File: src/rtl/dispatch_pkg.sv
// Shared types for the loop dispatch front end: instruction classes, FSM states and
// the loop-event flag pair sent on the APU channel.
package dispatch_pkg;

    typedef enum logic [1:0] {
        TYPE_MEM  = 2'b00,
        TYPE_PROC = 2'b01,
        TYPE_LOOP = 2'b10,
        TYPE_CTRL = 2'b11
    } instr_type_e;

    typedef enum logic [1:0] {
        StIdle,
        StRun,
        StError
    } state_e;

    // The sub-op selector is the top payload bit, just below the 2-bit type field.
    localparam int unsigned SubopOffset = 3;

    function automatic int unsigned subop_index(input int unsigned isa_width);
        return isa_width - SubopOffset;
    endfunction

    // Upper bits of apu_data; the loop level is appended below these.
    typedef struct packed {
        logic is_end;
        logic is_last;
    } apu_event_t;

endpackage

File: src/rtl/loop_dispatch_unit_if.sv
// Output channels of the dispatch unit: memory queue, processing queue and loop events.
interface loop_dispatch_unit_if #(
    parameter int unsigned ISA_WIDTH  = 18,
    parameter int unsigned LOOP_DEPTH = 4
);
    localparam int unsigned PayloadWidth = ISA_WIDTH - 2;
    localparam int unsigned ApuWidth     = 2 + $clog2(LOOP_DEPTH);

    logic                    mem_valid;
    logic                    mem_ready;
    logic [PayloadWidth-1:0] mem_data;
    logic                    proc_valid;
    logic                    proc_ready;
    logic [PayloadWidth-1:0] proc_data;
    logic                    apu_valid;
    logic                    apu_ready;
    logic [ApuWidth-1:0]     apu_data;

    modport master (
        output mem_valid, mem_data, proc_valid, proc_data, apu_valid, apu_data,
        input  mem_ready, proc_ready, apu_ready
    );

    modport slave (
        input  mem_valid, mem_data, proc_valid, proc_data, apu_valid, apu_data,
        output mem_ready, proc_ready, apu_ready
    );

endinterface

File: src/rtl/loop_stack.sv
// Hardware loop stack: each entry holds the body start address and the iterations left.
module loop_stack #(
    parameter int unsigned ADDR_WIDTH  = 18,
    parameter int unsigned COUNT_WIDTH = 12,
    parameter int unsigned LOOP_DEPTH  = 4,
    localparam int unsigned LevelWidth = $clog2(LOOP_DEPTH)
) (
    input  logic                   clk,
    input  logic                   reset,
    input  logic                   clear,
    input  logic                   push,
    input  logic                   pop,
    input  logic                   dec,
    input  logic [ADDR_WIDTH-1:0]  push_addr,
    input  logic [COUNT_WIDTH-1:0] push_count,
    output logic [ADDR_WIDTH-1:0]  top_addr,
    output logic [COUNT_WIDTH-1:0] top_remaining,
    output logic                   empty,
    output logic                   full,
    output logic [LevelWidth-1:0]  level
);

    logic [LevelWidth:0]    used_q;
    logic [ADDR_WIDTH-1:0]  addr_q [LOOP_DEPTH];
    logic [COUNT_WIDTH-1:0] rem_q  [LOOP_DEPTH];
    logic [LevelWidth-1:0]  top_idx;
    logic [LevelWidth-1:0]  push_idx;

    assign top_idx  = LevelWidth'(used_q - 1'b1);
    assign push_idx = used_q[LevelWidth-1:0];

    always_ff @(posedge clk) begin
        if (reset || clear) begin
            used_q <= '0;
            for (int i = 0; i < LOOP_DEPTH; i++) begin
                addr_q[i] <= '0;
                rem_q[i]  <= '0;
            end
        end else if (push) begin
            addr_q[push_idx] <= push_addr;
            rem_q[push_idx]  <= push_count;
            used_q           <= used_q + 1'b1;
        end else if (pop) begin
            used_q <= used_q - 1'b1;
        end else if (dec) begin
            rem_q[top_idx] <= rem_q[top_idx] - 1'b1;
        end
    end

    assign top_addr      = addr_q[top_idx];
    assign top_remaining = rem_q[top_idx];
    assign empty         = (used_q == '0);
    assign full          = (used_q == (LevelWidth + 1)'(LOOP_DEPTH));
    assign level         = top_idx;

endmodule

File: src/rtl/loop_dispatch_unit.sv
// Instruction front end: fetches one instruction per cycle, dispatches memory/processing
// payloads to their queues and runs nested hardware loops off the loop stack.
module loop_dispatch_unit
    import dispatch_pkg::*;
#(
    parameter int unsigned ISA_WIDTH   = 18,
    parameter int unsigned ADDR_WIDTH  = 18,
    parameter int unsigned LOOP_DEPTH  = 4,
    parameter int unsigned COUNT_WIDTH = 12
) (
    input  logic                  clk,
    input  logic                  reset,
    input  logic                  start,
    input  logic [ADDR_WIDTH-1:0] kernel_start_instruction,
    output logic [ADDR_WIDTH-1:0] pc,
    input  logic [ISA_WIDTH-1:0]  raw_instruction,
    input  logic                  instr_valid,
    loop_dispatch_unit_if.master  chan,
    output logic                  busy,
    output logic                  done,
    output logic                  error
);

    localparam int unsigned PayloadWidth = ISA_WIDTH - 2;
    localparam int unsigned LevelWidth   = $clog2(LOOP_DEPTH);
    localparam int unsigned SubopIdx     = subop_index(ISA_WIDTH);

    state_e                  state_q;
    logic [ADDR_WIDTH-1:0]   pc_q, pc_inc, pc_next;
    logic                    busy_q, done_q, error_q;

    instr_type_e             itype;
    logic [PayloadWidth-1:0] payload;
    logic                    subop;
    logic [COUNT_WIDTH-1:0]  count;

    logic                    mem_free, proc_free, apu_free, target_free;
    logic                    accept, fault, halt;
    logic                    load_mem, load_proc, load_apu;
    apu_event_t              apu_evt;
    logic [LevelWidth-1:0]   apu_level;

    logic                    st_clear, st_push, st_pop, st_dec;
    logic [ADDR_WIDTH-1:0]   st_top_addr;
    logic [COUNT_WIDTH-1:0]  st_top_rem;
    logic                    st_empty, st_full;
    logic [LevelWidth-1:0]   st_level;

    assign itype   = instr_type_e'(raw_instruction[ISA_WIDTH-1 -: 2]);
    assign payload = raw_instruction[PayloadWidth-1:0];
    assign subop   = raw_instruction[SubopIdx];
    assign count   = payload[COUNT_WIDTH-1:0];

    loop_stack #(
        .ADDR_WIDTH  (ADDR_WIDTH),
        .COUNT_WIDTH (COUNT_WIDTH),
        .LOOP_DEPTH  (LOOP_DEPTH)
    ) u_loop_stack (
        .clk           (clk),
        .reset         (reset),
        .clear         (st_clear),
        .push          (st_push),
        .pop           (st_pop),
        .dec           (st_dec),
        .push_addr     (pc_inc),
        .push_count    (count),
        .top_addr      (st_top_addr),
        .top_remaining (st_top_rem),
        .empty         (st_empty),
        .full          (st_full),
        .level         (st_level)
    );

    always_comb begin
        mem_free  = !chan.mem_valid || chan.mem_ready;
        proc_free = !chan.proc_valid || chan.proc_ready;
        apu_free  = !chan.apu_valid || chan.apu_ready;
        unique case (itype)
            TYPE_MEM:  target_free = mem_free;
            TYPE_PROC: target_free = proc_free;
            TYPE_LOOP: target_free = apu_free;
            TYPE_CTRL: target_free = 1'b1;
        endcase

        accept    = (state_q == StRun) && instr_valid && target_free;
        pc_inc    = pc_q + 1'b1;
        pc_next   = pc_inc;
        fault     = 1'b0;
        halt      = 1'b0;
        load_mem  = 1'b0;
        load_proc = 1'b0;
        load_apu  = 1'b0;
        st_push   = 1'b0;
        st_pop    = 1'b0;
        st_dec    = 1'b0;
        apu_evt   = '0;
        apu_level = st_level;
        st_clear  = (state_q == StIdle) && start;

        if (accept) begin
            unique case (itype)
                TYPE_MEM:  load_mem  = 1'b1;
                TYPE_PROC: load_proc = 1'b1;
                TYPE_LOOP: begin
                    if (!subop) begin
                        if (count == '0 || st_full) begin
                            fault = 1'b1;
                        end else begin
                            st_push         = 1'b1;
                            load_apu        = 1'b1;
                            apu_evt.is_last = (count == COUNT_WIDTH'(1));
                            apu_level       = st_empty ? '0 : st_level + 1'b1;
                        end
                    end else if (st_empty) begin
                        fault = 1'b1;
                    end else begin
                        load_apu       = 1'b1;
                        apu_evt.is_end = 1'b1;
                        // Back-edge jumps on the accepting edge, so loops cost no bubble.
                        if (st_top_rem > COUNT_WIDTH'(1)) begin
                            st_dec  = 1'b1;
                            pc_next = st_top_addr;
                        end else begin
                            st_pop          = 1'b1;
                            apu_evt.is_last = 1'b1;
                        end
                    end
                end
                TYPE_CTRL: begin
                    if (subop) begin
                        if (!st_empty) fault = 1'b1;
                        else           halt  = 1'b1;
                    end
                end
            endcase
        end
    end

    always_ff @(posedge clk) begin
        if (reset) begin
            state_q <= StIdle;
            pc_q    <= '0;
            busy_q  <= 1'b0;
            done_q  <= 1'b0;
            error_q <= 1'b0;
        end else begin
            done_q <= 1'b0;
            case (state_q)
                StIdle: begin
                    if (start) begin
                        state_q <= StRun;
                        pc_q    <= kernel_start_instruction;
                        busy_q  <= 1'b1;
                    end
                end
                StRun: begin
                    if (fault) begin
                        state_q <= StError;
                        busy_q  <= 1'b0;
                        error_q <= 1'b1;
                    end else if (accept) begin
                        pc_q <= pc_next;
                        if (halt) begin
                            state_q <= StIdle;
                            busy_q  <= 1'b0;
                            done_q  <= 1'b1;
                        end
                    end
                end
                StError: state_q <= StError;
                default: state_q <= StIdle;
            endcase
        end
    end

    always_ff @(posedge clk) begin
        if (reset) begin
            chan.mem_valid <= 1'b0;
            chan.mem_data  <= '0;
        end else if (load_mem) begin
            chan.mem_valid <= 1'b1;
            chan.mem_data  <= payload;
        end else if (chan.mem_ready) begin
            chan.mem_valid <= 1'b0;
        end
    end

    always_ff @(posedge clk) begin
        if (reset) begin
            chan.proc_valid <= 1'b0;
            chan.proc_data  <= '0;
        end else if (load_proc) begin
            chan.proc_valid <= 1'b1;
            chan.proc_data  <= payload;
        end else if (chan.proc_ready) begin
            chan.proc_valid <= 1'b0;
        end
    end

    always_ff @(posedge clk) begin
        if (reset) begin
            chan.apu_valid <= 1'b0;
            chan.apu_data  <= '0;
        end else if (load_apu) begin
            chan.apu_valid <= 1'b1;
            chan.apu_data  <= {apu_evt, apu_level};
        end else if (chan.apu_ready) begin
            chan.apu_valid <= 1'b0;
        end
    end

    assign pc    = pc_q;
    assign busy  = busy_q;
    assign done  = done_q;
    assign error = error_q;

endmodule

File: src/flat_wrapper.sv
// flat-port wrapper written by rule: the top's interface ports become plain ports
module loop_dispatch_unit_flat import dispatch_pkg::*;
#(
    parameter int unsigned ISA_WIDTH   = 18,
    parameter int unsigned ADDR_WIDTH  = 18,
    parameter int unsigned LOOP_DEPTH  = 4,
    parameter int unsigned COUNT_WIDTH = 12
)
  (clk, reset, start, kernel_start_instruction, pc, raw_instruction, instr_valid, busy, done, error, chan_mem_valid, chan_mem_data, chan_proc_valid, chan_proc_data, chan_apu_valid, chan_apu_data, chan_mem_ready, chan_proc_ready, chan_apu_ready);
  loop_dispatch_unit_if #(.ISA_WIDTH(ISA_WIDTH), .LOOP_DEPTH(LOOP_DEPTH)) chan_i ();
  input  logic clk;
  input  logic reset;
  input  logic start;
  input  logic [ADDR_WIDTH-1:0] kernel_start_instruction;
  output logic [ADDR_WIDTH-1:0] pc;
  input  logic [ISA_WIDTH-1:0] raw_instruction;
  input  logic instr_valid;
  output logic busy;
  output logic done;
  output logic error;
  output wire logic [$bits(chan_i.mem_valid)-1:0] chan_mem_valid;
  output wire logic [$bits(chan_i.mem_data)-1:0] chan_mem_data;
  output wire logic [$bits(chan_i.proc_valid)-1:0] chan_proc_valid;
  output wire logic [$bits(chan_i.proc_data)-1:0] chan_proc_data;
  output wire logic [$bits(chan_i.apu_valid)-1:0] chan_apu_valid;
  output wire logic [$bits(chan_i.apu_data)-1:0] chan_apu_data;
  input wire logic [$bits(chan_i.mem_ready)-1:0] chan_mem_ready;
  input wire logic [$bits(chan_i.proc_ready)-1:0] chan_proc_ready;
  input wire logic [$bits(chan_i.apu_ready)-1:0] chan_apu_ready;
  assign chan_mem_valid = chan_i.mem_valid;
  assign chan_mem_data = chan_i.mem_data;
  assign chan_proc_valid = chan_i.proc_valid;
  assign chan_proc_data = chan_i.proc_data;
  assign chan_apu_valid = chan_i.apu_valid;
  assign chan_apu_data = chan_i.apu_data;
  assign chan_i.mem_ready = chan_mem_ready;
  assign chan_i.proc_ready = chan_proc_ready;
  assign chan_i.apu_ready = chan_apu_ready;
  loop_dispatch_unit #(.ISA_WIDTH(ISA_WIDTH), .ADDR_WIDTH(ADDR_WIDTH), .LOOP_DEPTH(LOOP_DEPTH), .COUNT_WIDTH(COUNT_WIDTH)) u_core (.clk(clk), .reset(reset), .start(start), .kernel_start_instruction(kernel_start_instruction), .pc(pc), .raw_instruction(raw_instruction), .instr_valid(instr_valid), .chan(chan_i), .busy(busy), .done(done), .error(error));
endmodule
File: config.mk
export PLATFORM = sky130hd
export DESIGN_NAME = loop_dispatch_unit_flat
export DESIGN_NICKNAME = d
export VERILOG_FILES = /design/src/rtl/dispatch_pkg.sv /design/src/rtl/loop_dispatch_unit_if.sv /design/src/rtl/loop_stack.sv /design/src/rtl/loop_dispatch_unit.sv /design/src/flat_wrapper.sv
export SDC_FILE = /design/constraint.sdc
export NUM_CORES = 1
export LEC_CHECK = 0
export ABC_AREA = 0
export BUFFER_PORTS_ARGS = -buffer_cell sky130_fd_sc_hd__buf_2
export CAP_MARGIN = 10
export CORE_UTILIZATION = 53
export DETAILED_ROUTE_END_ITERATION = 16
export PLACE_DENSITY = 0.76
export RECOVER_POWER = 50
export SLEW_MARGIN = 20
export SYNTH_ARGS = -nofsm -noshare
export SYNTH_HDL_FRONTEND = slang
export SYNTH_SLANG_ARGS = --single-unit
File: constraint.sdc
create_clock -name clk -period 3.9 [get_ports clk]
set_input_delay 0.195 -clock clk [delete_from_list [all_inputs] [get_ports clk]]
set_output_delay 0.195 -clock clk [all_outputs]
set_load 0.01 [all_outputs]
==> flow_metrics.env <==
export IMPL_status="finished, violations left"
export IMPL_violations="max-capacitance violations, max-slew violations"
export IMPL_crit_type="reg -> reg"
export IMPL_cp_max_fo=27
export IMPL_fillCellCount=1390
export IMPL_place_ws_ns=0.2045
export IMPL_mostFrequentLayoutCells="nor2_1 (129), edfxtp_1 (120), nand2_1 (119)"
export IMPL_p_per_area_mw_per_mm2=423.3
export IMPL_grt_max_degree=55
export IMPL_ir_worst_vdd_mv=0.3200
export IMPL_finalWirelength_mm=24.13
export IMPL_gp_congestion=0.9046
export IMPL_crit_path_end_kind="flip-flop"
export IMPL_ys_ff_latch=185
export IMPL_ctsHtreeMaxLevel=4
export IMPL_synthesis_area_mm2=0.009019
export IMPL_critPathCapture="u_core.u_loop_stack.rem_q[3][8]"
export IMPL_nNetsFinal=999
export IMPL_initialDrtViolationCount=690
export IMPL_crit_top_cell="nor4_1"
export IMPL_num_antenna_cells=0
export IMPL_syn_inst=847
export IMPL_slew_limit_headroom_pct=-20.94
export IMPL_critPathMaxStageDelay_ns=0.62
export IMPL_setup_violations=0
export IMPL_root_buffer="clkbuf_16"
export IMPL_worstSetupStartpoint="u_core.u_loop_stack.used_q[1]"
export IMPL_final_seq_area_mm2=0.004906
export IMPL_async_reset_ff_share_pct=0
export IMPL_synth_fp_nets=896
export IMPL_die_area_mm2=0.01754
export IMPL_multi_input_area_mm2=0.003849
export IMPL_max_freq_ghz=0.2721
export IMPL_fin_worst_skew_ns=0.008920
export IMPL_start_util_pct=54.38
export IMPL_fp_dieH_um=132.4
export IMPL_fin_ws_ns=0.2242
export IMPL_r2r_slack_ns=0.22
export IMPL_syn_area_per_cell_um2=10.65
export IMPL_finalHoldViolCount=0
export IMPL_fin_crit_sh_pct=94.25
export IMPL_grt_pass1_vias=7158
export IMPL_row_count=47
export IMPL_synthFlopType="edfxtp_1"
export IMPL_drc=0
export IMPL_portBuffers=102
export IMPL_worstPathArrival_ns=3.75
export IMPL_path_cells="inv_1, ha_4, buf_12, nor4_1, or4_4, nand4_2, nor2_1, buf_4, nor4_1, a21o_1"
export IMPL_clk_pin_slew_worst_paths_ns=0.08
export IMPL_overflow=0
export IMPL_fin_setup_tns_ns=0
export IMPL_worstMarginPinSlew_ns=1.800
export IMPL_areaGrowthSynthToFinish_pct=14.82
export IMPL_crit_required_ns=3.98
export IMPL_start_kind="flip-flop"
export IMPL_total_leakage_power_nw=3.600
export IMPL_routedWlPerCell_um=20.40
export IMPL_layout_commonest_cell="nor2_1"
export IMPL_die_width_um=132.4
export IMPL_hold_class="in -> reg"
export IMPL_via_per_inst=6.169
export IMPL_clk_latency_ns=0.45
export IMPL_dpl_hpwl_mm=16.74
export IMPL_synth_seq_area_share_pct=54.38
export IMPL_cts_setup_buffers=0
export IMPL_rsz0062_at_grt="false"
export IMPL_dr_pass1_iters=6
export IMPL_cts_tree="yes"
export IMPL_cts_made_buffers=17
export IMPL_dr_total_vias=7298
export IMPL_drive_above_1_share_pct=15.89
export IMPL_rr_worst_depth=10
export IMPL_synth_edf_count=120
export IMPL_gr_usage_all_layers_pct=28.33
export IMPL_antenna_left=0
export IMPL_worstReg2RegStart="u_core.u_loop_stack.used_q[1]"
export IMPL_pin_count=103
export IMPL_fin_crit_ns=3.676
export IMPL_cts_sinks=185
export IMPL_cts_buffer_depth=2
export IMPL_maxCapViolations=1
export IMPL_grt_pass1_wl_mm=38.16
export IMPL_timing_rr_end="u_core.u_loop_stack.rem_q[3][8]"
export IMPL_crit_path_top_delay_cell="a21o_1"
export IMPL_synth_cell_type_count=74
export IMPL_core_area_mm2=0.01658
export IMPL_slew_violations=18
export IMPL_ys_warn_count=0
export IMPL_antenna_found_initial=0
-- logic make-up after synthesis --
kind of cell	Yosys count	synth area share (%)
adders and majority gates	6	0.8324
AOI/OAI and AO/OA	157	12.10
muxes	37	8.060
DFF	185	54.38
and+or+nand+nor	365	18.67
xor gates and xnor gates	25	2.428
buffers and inverters	72	3.524
-- cells in the mapped netlist, types with 7 or more instances --
library cell,number,area [µm²]
a21oi_1,63,315.3
mux4_2,28,630.6
edfxtp_1,120,3603
a31oi_1,9,56.30
nor2_1,129,484.2
nand2b_1,15,93.84
nand2_1,119,446.7
a211o_1,8,70.07
xnor2_1,17,148.9
nor4_1,9,56.30
inv_1,23,86.33
nand3_1,23,115.1
dfxtp_1,65,1301
a32o_1,10,100.1
nor3_1,18,90.09
xor2_1,8,70.07
nand4_1,11,68.82
buf_2,8,40.04
and2_1,7,43.79
clkbuf_1,30,112.6
-- flip-flops by register name (all words and copies together), names as in the netlist --
name,flops
u_core.busy,1
u_core.chan.proc_valid,1
u_core.pc,18
u_core.chan.apu_data,4
u_core.state_q,2
u_core.error,1
u_core.chan.mem_valid,1
u_core.u_loop_stack.used_q,3
u_core.u_loop_stack.addr_q,72
u_core.chan.mem_data,16
u_core.chan.apu_valid,1
u_core.chan.proc_data,16
u_core.u_loop_stack.rem_q,48
u_core.done,1
-- layout make-up --
cell class                 instances  area share [%]
clock buffer                      18           4.350
clock inverter                    14           1.232
inverter                          24          0.8942
multi-input combinational        590           37.17
sequential                       185           47.38
tap                              220           2.658
timing repair buffer             132           6.320
-- critical path: cells and delay by family, from the launching register on --
kind | cells | cell delay, ns
AND/OR/NAND/NOR | 5 | 1.34
AO/OA/AOI/OAI | 1 | 0.62
buffers and inverters | 3 | 0.53
adder cells (fa/ha/maj) | 1 | 0.43
flip-flops | 1 | 0.38
-- routing by layer --
metal | share of wire [%] | vias up | global-route usage [%] | routed length (µm)
met5 | 0 | - | 0 | 0
met4 | 2.9 | 0 | 12.52 | 701
met3 | 8.1 | 62 | 5.556 | 1949
met2 | 49 | 344 | 45.32 | 11780
met1 | 40 | 3582 | 37.70 | 9706
li1 | - | 3310 | - | -
-- where the power goes --
part	internal, W	total [W]	switching [W]
registers	0.00218	0.00224	0.0000574
logic	0.000156	0.000438	0.000282
clock network	0.000884	0.00171	0.000822
-- repair_timing --
item | 4_1_cts | 5_1_grt
endpoints found under the setup margin | 0 | 12
hold buffers | 3 | 0
gates resized for setup | 0 | 1
endpoints found under the hold margin | 6 | 0
-- worst min-delay path by stage --
stage / startpoint / endpoint / depth (start not counted)
detailed placement: u_core.chan.mem_data[11] / u_core.chan.mem_data[11] / 2
CTS: start / u_core.state_q[0] / 3
global route: raw_instruction[5] / u_core.chan.mem_data[5] / 3
finish: raw_instruction[5] / u_core.chan.mem_data[5] / 3
floorplan: raw_instruction[0] / u_core.chan.mem_data[0] / 2
global placement: u_core.chan.mem_data[3] / u_core.chan.mem_data[3] / 2
-- stage by stage --
step | area [µm²] | hold WS [ns] | total power [W] | util [%] | cells
floorplan | 9074 | 0.3310 | 0.002541 | - | 847
global placement | 9862 | 0.4396 | 0.002705 | 59.47 | 1148
detailed placement | 9862 | 0.4430 | 0.002717 | 59.47 | 1148
CTS | 10470 | 0.02329 | 0.004396 | 63.14 | 1183
global route | 10350 | 0.04649 | 0.004499 | 62.44 | 1183
finish | 10350 | 0.03911 | 0.004383 | 62.44 | 1183
Power figures use the tool's default switching activity.
